$ cat src/rtl/imm_field_packer_if.sv
// imm_field_packer_if: input/output handshake bundle for the immediate packer
interface imm_field_packer_if #(parameter int CNT_W = 8);
  logic             in_valid;
  logic             in_ready;
  logic [31:0]      in_instr;
  logic [63:0]      in_imm;
  logic             out_valid;
  logic             out_ready;
  logic [31:0]      out_instr;
  logic             out_err;
  logic [CNT_W-1:0] err_count;
  modport master (output in_valid, in_instr, in_imm, out_ready,
                  input in_ready, out_valid, out_instr, out_err, err_count);
  modport slave (input in_valid, in_instr, in_imm, out_ready,
                 output in_ready, out_valid, out_instr, out_err, err_count);
endinterface

$ cat src/rtl/imm_field_packer.sv
// imm_field_packer: two-stage pipeline inserting a signed immediate into an instruction field
module imm_field_packer #(
  parameter int CNT_W = 8
) (
  input logic clock,
  input logic reset_n,
  imm_field_packer_if.slave bus
);
  logic             s1_valid, s1_fit, s1_bad;
  logic [31:0]      s1_instr;
  logic [25:0]      s1_imm;
  logic             s2_valid, s2_err;
  logic [31:0]      s2_instr;
  logic [CNT_W-1:0] cnt;
  logic             adv;
  logic [5:0]       sh;
  logic [63:0]      hi;
  logic             fit;
  logic [4:0]       lo;
  logic [31:0]      mask, merged;
  assign adv = !s2_valid || bus.out_ready;
  assign bus.in_ready = !s1_valid || adv;
  assign bus.out_valid = s2_valid;
  assign bus.out_instr = s2_instr;
  assign bus.out_err = s2_err;
  assign bus.err_count = cnt;
  // range check on the incoming immediate and field merge of the stage-1 word
  always_comb begin
    sh = bus.in_instr[31:30] == 2'b11 ? 6'd8 : bus.in_instr[31:30] == 2'b10 ? 6'd18 : 6'd25;
    hi = $signed(bus.in_imm) >>> sh;
    fit = &hi | ~|hi;
    lo = s1_instr[31:30] == 2'b11 ? 5'd12 : s1_instr[31:30] == 2'b10 ? 5'd5 : 5'd0;
    mask = s1_instr[31:30] == 2'b11 ? 32'h001F_F000 :
           s1_instr[31:30] == 2'b10 ? 32'h00FF_FFE0 : 32'h03FF_FFFF;
    merged = s1_bad ? s1_instr : (s1_instr & ~mask) | (({6'd0, s1_imm} << lo) & mask);
  end
  // stage 1: capture word, low immediate bits and check results on accept
  always_ff @(posedge clock or negedge reset_n) begin
    if (!reset_n) begin
      s1_valid <= 1'b0;
      s1_instr <= '0;
      s1_imm <= '0;
      s1_fit <= 1'b0;
      s1_bad <= 1'b0;
    end else if (bus.in_ready) begin
      s1_valid <= bus.in_valid;
      if (bus.in_valid) begin
        s1_instr <= bus.in_instr;
        s1_imm <= bus.in_imm[25:0];
        s1_fit <= fit;
        s1_bad <= bus.in_instr[31:30] == 2'b01;
      end
    end
  end
  // stage 2: registered output word, held while the consumer stalls
  always_ff @(posedge clock or negedge reset_n) begin
    if (!reset_n) begin
      s2_valid <= 1'b0;
      s2_instr <= '0;
      s2_err <= 1'b0;
    end else if (adv) begin
      s2_valid <= s1_valid;
      if (s1_valid) begin
        s2_instr <= merged;
        s2_err <= s1_bad || !s1_fit;
      end
    end
  end
  // saturating count of errored words handed off
  always_ff @(posedge clock or negedge reset_n) begin
    if (!reset_n) cnt <= '0;
    else if (s2_valid && bus.out_ready && s2_err && ~&cnt) cnt <= cnt + 1'b1;
  end
endmodule

$ cat src/flat_wrapper.sv
// flat-port wrapper written by rule: the top's interface ports become plain ports
module imm_field_packer_flat 
#(
  parameter int CNT_W = 8
)
  (clock, reset_n, bus_in_valid, bus_in_instr, bus_in_imm, bus_out_ready, bus_in_ready, bus_out_valid, bus_out_instr, bus_out_err, bus_err_count);
  imm_field_packer_if #(.CNT_W(CNT_W)) bus_i ();
  input logic clock;
  input logic reset_n;
  input wire logic [$bits(bus_i.in_valid)-1:0] bus_in_valid;
  input wire logic [$bits(bus_i.in_instr)-1:0] bus_in_instr;
  input wire logic [$bits(bus_i.in_imm)-1:0] bus_in_imm;
  input wire logic [$bits(bus_i.out_ready)-1:0] bus_out_ready;
  output wire logic [$bits(bus_i.in_ready)-1:0] bus_in_ready;
  output wire logic [$bits(bus_i.out_valid)-1:0] bus_out_valid;
  output wire logic [$bits(bus_i.out_instr)-1:0] bus_out_instr;
  output wire logic [$bits(bus_i.out_err)-1:0] bus_out_err;
  output wire logic [$bits(bus_i.err_count)-1:0] bus_err_count;
  assign bus_i.in_valid = bus_in_valid;
  assign bus_i.in_instr = bus_in_instr;
  assign bus_i.in_imm = bus_in_imm;
  assign bus_i.out_ready = bus_out_ready;
  assign bus_in_ready = bus_i.in_ready;
  assign bus_out_valid = bus_i.out_valid;
  assign bus_out_instr = bus_i.out_instr;
  assign bus_out_err = bus_i.out_err;
  assign bus_err_count = bus_i.err_count;
  imm_field_packer #(.CNT_W(CNT_W)) u_core (.clock(clock), .reset_n(reset_n), .bus(bus_i));
endmodule
$ cat config.mk
export PLATFORM = sky130hd
export DESIGN_NAME = imm_field_packer_flat
export DESIGN_NICKNAME = d
export VERILOG_FILES = /design/src/rtl/imm_field_packer_if.sv /design/src/rtl/imm_field_packer.sv /design/src/flat_wrapper.sv
export SDC_FILE = /design/constraint.sdc
export NUM_CORES = 1
export LEC_CHECK = 0
export ABC_CLOCK_PERIOD_IN_PS = 1900
export BUFFER_PORTS_ARGS = -buffer_cell sky130_fd_sc_hd__buf_4
export CORE_ASPECT_RATIO = 1.25
export CORE_UTILIZATION = 25
export DETAILED_ROUTE_END_ITERATION = 7
export PLACE_DENSITY_LB_ADDON = 0.2
export SLEW_MARGIN = 10
export SYNTH_ARGS = -nofsm -noshare
export SYNTH_HDL_FRONTEND = slang
export SYNTH_SLANG_ARGS = --single-unit
$ cat constraint.sdc
create_clock -name clock -period 1.9 [get_ports clock]
set_clock_uncertainty 0.05 [all_clocks]
set_input_delay 0.285 -clock clock [delete_from_list [all_inputs] [get_ports clock]]
set_output_delay 0.285 -clock clock [all_outputs]
set_load 0.03 [all_outputs]
==> reports/summary.txt, run 1 <==
outcome - completed
worst-skew pair later-pin latency - 340 ps
CTS sink cnt - 103
crit-path cells - buf_4 > buf_4 > buf_6 > buf_4 > mux2i_1 > a21oi_1 > nand4_1 > nor4_1 > a32oi_1 > o31ai_1
Pwr Density - 965 nW/µm²
Die W - 135 µm
final cell count without fillers - 967
Worst Path Arrival - 2020 ps
crit path to - u_core.s1_fit
Syn Inst Count - 518
register area share after synthesis - 46.6%
fin. max-slew vios - 0
routability cong. - 0.875
final hold viol count - 0
DP Worst Slack - -377 ps
EDFF count, synth - 0
CTS tree - built
share of layout cells above drive strength 1 - 40.8%
cell area after layout - 7520 µm²
Core Area - 21600 µm²
final setup vio count - 0
max cap viols - 0
post-layout util - 34.8%
initial antenna violation count - 0
routed vias/inst - 4.90
most used cell, CP - buf_4
Starting DRT DRC Count - 202
Yosys top cell area share - 46.6%
Post CTS Setup Buffer Count - 0
Achievable Freq - 0.548 GHz
largest net degree at the start of global routing - 40
setup_tns - 0 ps
reg2reg end - u_core.bus.out_instr[7]
drt first pass iters - 4
RR Startpoint - u_core.s1_instr[30]
GRT Util Overall - 15.7%
CP max stage cell - a21oi_1
H-tree levels - 3
critical path startpoint - bus_in_instr[30]
area growth from synthesis to layout - 35.9%
Synth cell types - 37
Critical Path Source Type - input port
P_leak - 0.00339 µW
Mapped Area - 5540 µm²
# DRC - 0
CTS buffer count - 9
routed vias - 4738
Final Cycle Share - 96.1%
Worst Hold Class - in2reg
I/O pin total - 143
DP Area - 7170 µm²
kind of critical path - in2reg
antenna cell count - 0
Buffers on Ports - 142
crit path max fanout - 15
Clock transition at path regs - 70 ps
Max VDD drop - 0.435 mV
Post-synth top cells - dfrtp_1 (103), mux2_2 (66), mux2i_1 (61), a21oi_1 (45), nor2_1 (42)
placed insts - 950
cell taking the most area after synthesis - dfrtp_1
Reg2Reg Setup Slack - 140 ps
kind of end point of the critical path - flip-flop
HPWL Detailed - 14.0 mm
drt total wl - 17.5 mm
Post-synth top flop - dfrtp_1
clk root buf - clkbuf_16
vias in the first global route - 4912
max incr delay on CP - 280 ps
total congestion overflow - 0
clk buf depth - 2
Tmin final - 1830 ps
fill count - 2248
Die ar. - 22700 µm²
Yosys warning count - 0
relative slew slack - 60.1%
routed len/inst - 18.1 µm
FP Rows - 60
Die H - 168 µm
main area contributors after synthesis - dfrtp_1 (47%), mux2_2 (13%), mux2i_1 (11%)
R2R depth - 4
count leader, synth - dfrtp_1
final setup margin - 74.6 ps
synthesized area per cell - 10.7 µm²
Initial Util - 25.6%
Least-Margin Pin Slew - 598 ps
Final nets - 784
Routed Antenna Nets - 0
Worst Path Required - 2090 ps
FFs w/ async S/R, synth - 100%
post-synth net total - 619
first-pass GRT wire length - 27.3 mm
post-synthesis register bit count - 103
-- layout by cell type, fill, tap and decap left out, types with 9 or more instances in the layout --
| cell | count |
|---|---|
| a211oi_1 | 9 |
| a21oi_1 | 43 |
| buf_4 | 185 |
| clkbuf_16 | 9 |
| dfrtp_1 | 102 |
| mux2_1 | 9 |
| mux2_2 | 66 |
| mux2i_1 | 61 |
| nand2_1 | 33 |
| nand4_1 | 18 |
| nor2_1 | 42 |
| nor4_1 | 10 |
| o21ai_0 | 29 |
| o22a_1 | 10 |
| o22ai_1 | 10 |
-- kinds of logic (layout without fill, tap and decap cells) --
group           Yosys count  in the layout  share of synthesized area (%)
compound gates          110            110                           11.7
xor+xnor                  7              7                           1.11
fa+ha+maj                 1              1                          0.226
buf+inv                  38            208                           3.50
flops                   103            103                           46.6
mux                     136            136                           26.3
simple gates            123            123                           10.6
-- worst min-delay path by stage --
stage                  startpoint                 endpoint  slack [ps]  cells after the start
CTS                  bus_in_valid          u_core.s1_valid          90                      2
detailed placement        reset_n  u_core.bus.err_count[0]         140                      1
floorplan                 reset_n  u_core.bus.err_count[0]         -60                      0
finish               bus_in_valid          u_core.s1_valid         110                      2
global route        bus_in_imm[7]         u_core.s1_imm[7]         110                      2
global placement          reset_n  u_core.bus.err_count[2]         140                      1
-- worst max-delay path: cells and delay by family --
family	cells	cell delay, ps
and+or+nand+nor	2	410
buffers and inverters	4	740
muxes	1	60
AOI/OAI and AO/OA	3	520
-- power breakdown --
group / internal (µW) / switching, µW
clock: 1050 / 811
sequential: 2630 / 343
combinational: 1090 / 1340
total: 4770 / 2490
-- registers in the layout (all words and copies together) (netlist names) --
name / cells
u_core.bus.err_count: 8
u_core.bus.out_instr: 32
u_core.bus.out_valid: 1
u_core.bus.out_err: 1
u_core.s1_bad: 1
u_core.s1_instr: 32
u_core.s1_valid: 1
u_core.s1_imm: 26
u_core.s1_fit: 1
-- per-layer routing --
metal	part of all wire, %	GRT usage (%)	routed length (µm)	vias up
met2	48	25.9	8330	190
met5	0	0	0	-
li1	-	-	-	2239
met1	45	20.8	7830	2281
met3	5.8	2.41	1020	28
met4	1.7	5.08	289	0
-- stage by stage --
step,total power (µW),hold slack [ps]
final,7260,108
after detailed placement,5460,143
after CTS,7330,93.9
after global routing,7660,112
after floorplan,4370,-60.6
after global placement,5410,142
-- what timing repair did --
item / CTS / global route
hold buffers: 1 / 0
hold endpoints to repair: 18 / 0
pin swaps: 0 / 1
resized for setup: 1 / 8
setup endpoints to repair: 1 / 1
-- area by class of cell --
class / instances / area, µm² / area share (%)
clock buffer: 10 / 239 / 3.18
clock inverter: 6 / 60.1 / 0.798
multi-input combinational: 377 / 2800 / 37.3
sequential: 103 / 2580 / 34.3
tap: 279 / 349 / 4.64
timing repair buffer: 192 / 1490 / 19.8
(Power assumes the default switching activity.)
==> inputs of run 2 (changes only) <==
Settings changed: ABC_CLOCK_PERIOD_IN_PS 1900 to 1720.
Clock period 1.9 ns to 1.72 ns, I/O delays scaled along.
==> reports/summary.txt, run 2 (synthesis results as in run 1) <==
vias in the first global route - 4938 (+0.53%)
Core Area - 21600 µm² (unchanged)
CP max stage cell - dfrtp_2
CTS buffer count - 9 (unchanged)
Die W - 135 µm (unchanged)
relative slew slack - 74.5% (+14 points)
CTS tree - built
Buffers on Ports - 142 (unchanged)
routed len/inst - 17.9 µm (-0.90%)
worst-skew pair later-pin latency - 340 ps (about the same)
max incr delay on CP - 420 ps (+140 ps)
WHS - 91.5 ps (-16.4 ps)
H-tree levels - 3 (unchanged)
GRT Util Overall - 15.8% (+0.13 points)
routed vias/inst - 4.84 (-1.2%)
CTS sink cnt - 103 (unchanged)
Routed Antenna Nets - 0 (unchanged)
Max VDD drop - 0.629 mV (+45%)
FP Rows - 60 (unchanged)
Final Cycle Share - 94.6%
drt first pass iters - 4 (unchanged)
setup_tns - 0 ps (unchanged)
placed insts - 970 (+2.1%)
Critical Path Source Type - flip-flop
max cap viols - 0 (unchanged)
DP Worst Slack - -443 ps (-66.3 ps)
clk root buf - clkbuf_16
Clock transition at path regs - 70 ps (about the same)
Achievable Freq - 0.615 GHz
initial antenna violation count - 0 (unchanged)
routed vias - 4793 (+1.2%)
kind of critical path - reg2reg
crit-path cells - ha_1 > nand3_1 > o2111a_2 > nand4_1 > nor2_1 > xor2_1
crit path max fanout - 5 (-10)
unrepaired setup endpoints after global routing - false
Die ar. - 22700 µm² (unchanged)
routability cong. - 0.907 (+3.6%)
Starting DRT DRC Count - 236 (+17%)
kind of end point of the critical path - flip-flop
largest net degree at the start of global routing - 55 (+38%)
antenna cell count - 0 (unchanged)
Die H - 168 µm (unchanged)
fin. max-slew vios - 0 (unchanged)
P_leak - 0.00348 µW (+2.8%)
Final nets - 807 (+2.9%)
drt total wl - 17.7 mm (+1.5%)
Worst Path Required - 1930 ps (-160 ps)
delay-heaviest family, CP - simple AND/OR/NAND/NOR gates
area growth from synthesis to layout - 39.2%
HPWL Detailed - 14.3 mm (+2.6%)
total congestion overflow - 0 (unchanged)
Worst Path Arrival - 1840 ps (-180 ps)
I/O pin total - 143 (unchanged)
share of layout cells above drive strength 1 - 43.2% (+2.3 points)
# DRC - 0 (unchanged)
final cell count without fillers - 990 (+2.4%)
Least-Margin Pin Slew - 383 ps (-215 ps)
outcome - completed
most frequent cells in the layout - buf_4 (207), dfrtp_1 (101), mux2_2 (66), mux2i_1 (61), a21oi_1 (44)
Buf/Inv on CP - 0 (-4)
Pwr Density - 1040 nW/µm² (+7.3%)
commonest non-fill, non-tap cell in the layout - buf_4
Tmin final - 1630 ps
final setup vio count - 0 (unchanged)
Initial Util - 25.6% (unchanged)
first-pass GRT wire length - 27.5 mm (+0.91%)
final setup margin - 93.1 ps (+18.5 ps)
final hold viol count - 0 (unchanged)
clk buf depth - 2 (unchanged)
Worst Hold Class - in2reg
==> run 2: changes by cell type in the layout (fill, tap and decap cells not counted), sizes merged <==
cell	before	now
bufinv	1	0
clkbuf	10	9
inv	0	2
clkinvlp	2	3
buf	191	214
clkinv	3	2
==> run 2: what timing repair did <==
item                                   CTS  global route
endpoints found under the hold margin   19             0
setup buffers                            0             3
cloned                                   0             0
gates resized for setup                  2             7
setup endpoints to repair                1             4
pin swaps                                0             3
hold buffers                             1             0
==> run 2: routing by layer <==
metal	routed length, µm	share of wire, %	GRT usage (%)
met1	8040	45	20.8
met2	8210	46	25.6
met3	927	5.2	2.62
met4	552	3.1	6.45
met5	0	0	0
==> run 2: layout make-up <==
cell class / instances / area, µm²
Clock buffer: 9 / 225
Timing Repair Buffer: 215 / 1690
Fill cell: 2223 / 13900
Tap cell: 279 / 349
Clock inverter: 7 / 57.6
Multi-Input combinational cell: 377 / 2810
Sequential cell: 103 / 2580
==> run 2: worst paths after layout <==
kind                       slack [ps]                      from  cells after the start                  endpoint
max                                90   u_core.bus.err_count[0]                      6   u_core.bus.err_count[5]
min                                90              bus_in_valid                      2           u_core.s1_valid
max reg2reg                        90   u_core.bus.err_count[0]                      6   u_core.bus.err_count[5]
min reg2reg                       430  u_core.bus.out_instr[10]                      2  u_core.bus.out_instr[10]
max in group asynchronous         660                   reset_n                      3         u_core.s1_imm[19]
min in group asynchronous         290                   reset_n                      2  u_core.bus.out_instr[13]
==> run 2: where the power goes <==
group / leakage, µW / total (µW) / internal [µW] / switching (µW)
Clock: 0.000129 / 1920 / 997 / 927
Sequential: 0.00122 / 3270 / 2900 / 371
Combinational: 0.00213 / 2780 / 1270 / 1510
Total: 0.00348 / 7980 / 5170 / 2810
==> run 2: stage by stage <==
| stage | area, µm² | util (%) | power, µW |
|---|---|---|---|
| final | 7700 | 35.6 | 7980 |
| after CTS | 7650 | 35.4 | 8050 |
| after detailed placement | 7340 | 34.0 | 6100 |
| after floorplan | 5610 | - | 4860 |
| after global routing | 7700 | 35.6 | 8440 |
| after global placement | 7340 | 34.0 | 6040 |
==> inputs of run 3 (changes only) <==
Settings changed: MAX_ROUTING_LAYER set to met4.
==> reports/summary.txt, run 3 (synthesis results as in run 1) <==
final setup vio count - 0 (unchanged)
most frequent cells in the layout - buf_4 (207), dfrtp_1 (101), mux2_2 (66), mux2i_1 (61), a21oi_1 (44)
I/O pin total - 143 (unchanged)
vias in the first global route - 4818 (-2.4%)
Worst Hold Class - in2reg
Cells on Worst Hold Path - 2 (unchanged)
DP Area - 7360 µm² (+0.27%)
Core Area - 21600 µm² (unchanged)
R2R depth - 4 (-2)
routability cong. - 0.860 (-5.2%)
antenna cell count - 0 (unchanged)
Tmin final - 1680 ps (+56.4 ps)
CTS buffer count - 9 (unchanged)
drt first pass iters - 4 (unchanged)
RR Startpoint - u_core.bus.out_valid
Final Cycle Share - 97.9% (+3.3 points)
cell area after layout - 7740 µm² (+0.47%)
Max VDD drop - 0.687 mV (+9.2%)
H-tree levels - 3 (unchanged)
max cap viols - 0 (unchanged)
crit path max fanout - 23 (+18)
# DRC - 0 (unchanged)
Reg2Reg Setup Slack - 110 ps (+20 ps)
Die H - 168 µm (unchanged)
total power - 8120 µW (+1.7%)
reg2reg end - u_core.s1_imm[1]
Critical Path Source Type - input port
Die W - 135 µm (unchanged)
CTS sink cnt - 103 (unchanged)
unrepaired setup endpoints after global routing - false
GRT Util Overall - 16.1% (+0.26 points)
P_leak - 0.00350 µW (+0.55%)
first-pass GRT wire length - 27.0 mm (-1.9%)
post-layout util - 35.8% (+0.17 points)
outcome - completed
fill count - 2215 (-0.36%)
Worst Path Arrival - 1880 ps (+40 ps)
Buf/Inv on CP - 3 (+3)
most used cell, CP - buf_4
CP max stage cell - o31ai_1
commonest non-fill, non-tap cell in the layout - buf_4
Buffers on Ports - 142 (unchanged)
max incr delay on CP - 270 ps (-150 ps)
initial antenna violation count - 0 (unchanged)
HP Start - bus_in_valid
final setup margin - 36.7 ps (-56.4 ps)
Starting DRT DRC Count - 119 (-50%)
FP Rows - 60 (unchanged)
Hold Path End - u_core.s1_valid
Final nets - 808 (+0.12%)
worst-skew pair later-pin latency - 340 ps (about the same)
clk buf depth - 2 (unchanged)
clk root buf - clkbuf_16
largest net degree at the start of global routing - 42 (-24%)
Least-Margin Pin Slew - 477 ps (+94.4 ps)
area growth from synthesis to layout - 39.8%
final hold viol count - 0 (unchanged)
relative slew slack - 68.2% (-6.3 points)
HPWL Detailed - 14.5 mm (+0.84%)
routed vias/inst - 4.82 (-0.54%)
routed vias - 4772 (-0.44%)
routed len/inst - 17.9 µm (+0.10%)
Die ar. - 22700 µm² (unchanged)
drt total wl - 17.8 mm (+0.20%)
Achievable Freq - 0.594 GHz (-3.4%)
Worst Path Required - 1920 ps (about the same)
Routed Antenna Nets - 0 (unchanged)
Pwr Density - 1050 nW/µm² (+1.2%)
kind of end point of the critical path - flip-flop
delay-heaviest family, CP - buffers and inverters
CTS tree - built
DP Worst Slack - -401 ps (+42.0 ps)
total congestion overflow - 0 (unchanged)
Initial Util - 25.6% (unchanged)
share of layout cells above drive strength 1 - 43.1% (-0.061 points)
kind of critical path - in2reg
Clock transition at path regs - 60 ps (about the same)
fin. max-slew vios - 0 (unchanged)
crit-path cells - buf_6 > buf_4 > mux2i_1 > a21oi_1 > buf_4 > nor4_1 > nand4_1 > o31ai_1
run 3: power breakdown:
group          leakage (µW)  switching, µW  total [µW]  internal [µW]
Sequential          0.00122            383        3290           2900
Combinational       0.00213           1500        2760           1260
Clock              0.000143            887        2060           1180
Total               0.00350           2770        8120           5350
run 3: layer usage:
layer	GRT usage (%)	wire length, µm	up-vias
met5	-	0	-
met1	20.6	8070	2300
met4	4.79	284	0
li1	-	-	2297
met3	1.81	842	17
met2	26.5	8560	158
run 3: cell type report:
type / instances / area, µm² / area share (%)
clock inverter: 4 / 55.1 / 0.711
sequential: 103 / 2580 / 33.3
timing repair buffer: 216 / 1710 / 22.0
clock buffer: 12 / 246 / 3.18
multi-input combinational: 377 / 2800 / 36.2
tap: 279 / 349 / 4.51
run 3: worst max-delay path by stage:
| stage | startpoint | endpoint | cells after the start |
|---|---|---|---|
| after global placement | bus_in_instr[30] | u_core.s1_fit | 8 |
| after global routing | bus_in_instr[30] | u_core.s1_fit | 8 |
| after floorplan | u_core.bus.out_valid | u_core.s1_imm[19] | 5 |
| after detailed placement | bus_in_instr[30] | u_core.s1_fit | 7 |
| after CTS | bus_in_instr[31] | u_core.s1_fit | 7 |
| final | bus_in_instr[30] | u_core.s1_fit | 8 |
run 3: repair_timing:
item                                    CTS  global route
endpoints found under the setup margin    1             4
pin swaps                                 0             3
buffers inserted                          0             3
hold buffers                              1             0
endpoints found under the hold margin    24             0
cloned                                    0             0
resized for setup                         1             9
run 3: through the flow:
step | hold slack, ps | std cells | TNS [ps]
CTS | 74.1 | 988 | 0
global route | 83.8 | 991 | 0
finish | 79.7 | 991 | 0
floorplan | -87.6 | 518 | -4120
detailed placement | 153 | 971 | -401
global placement | 155 | 971 | -390
run 3: worst register-to-register path: stages (launching register included):
cell      delay [ps]
dfrtp_2          420
nand3b_1         180
and2_4           250
buf_4            230
mux2_2           360
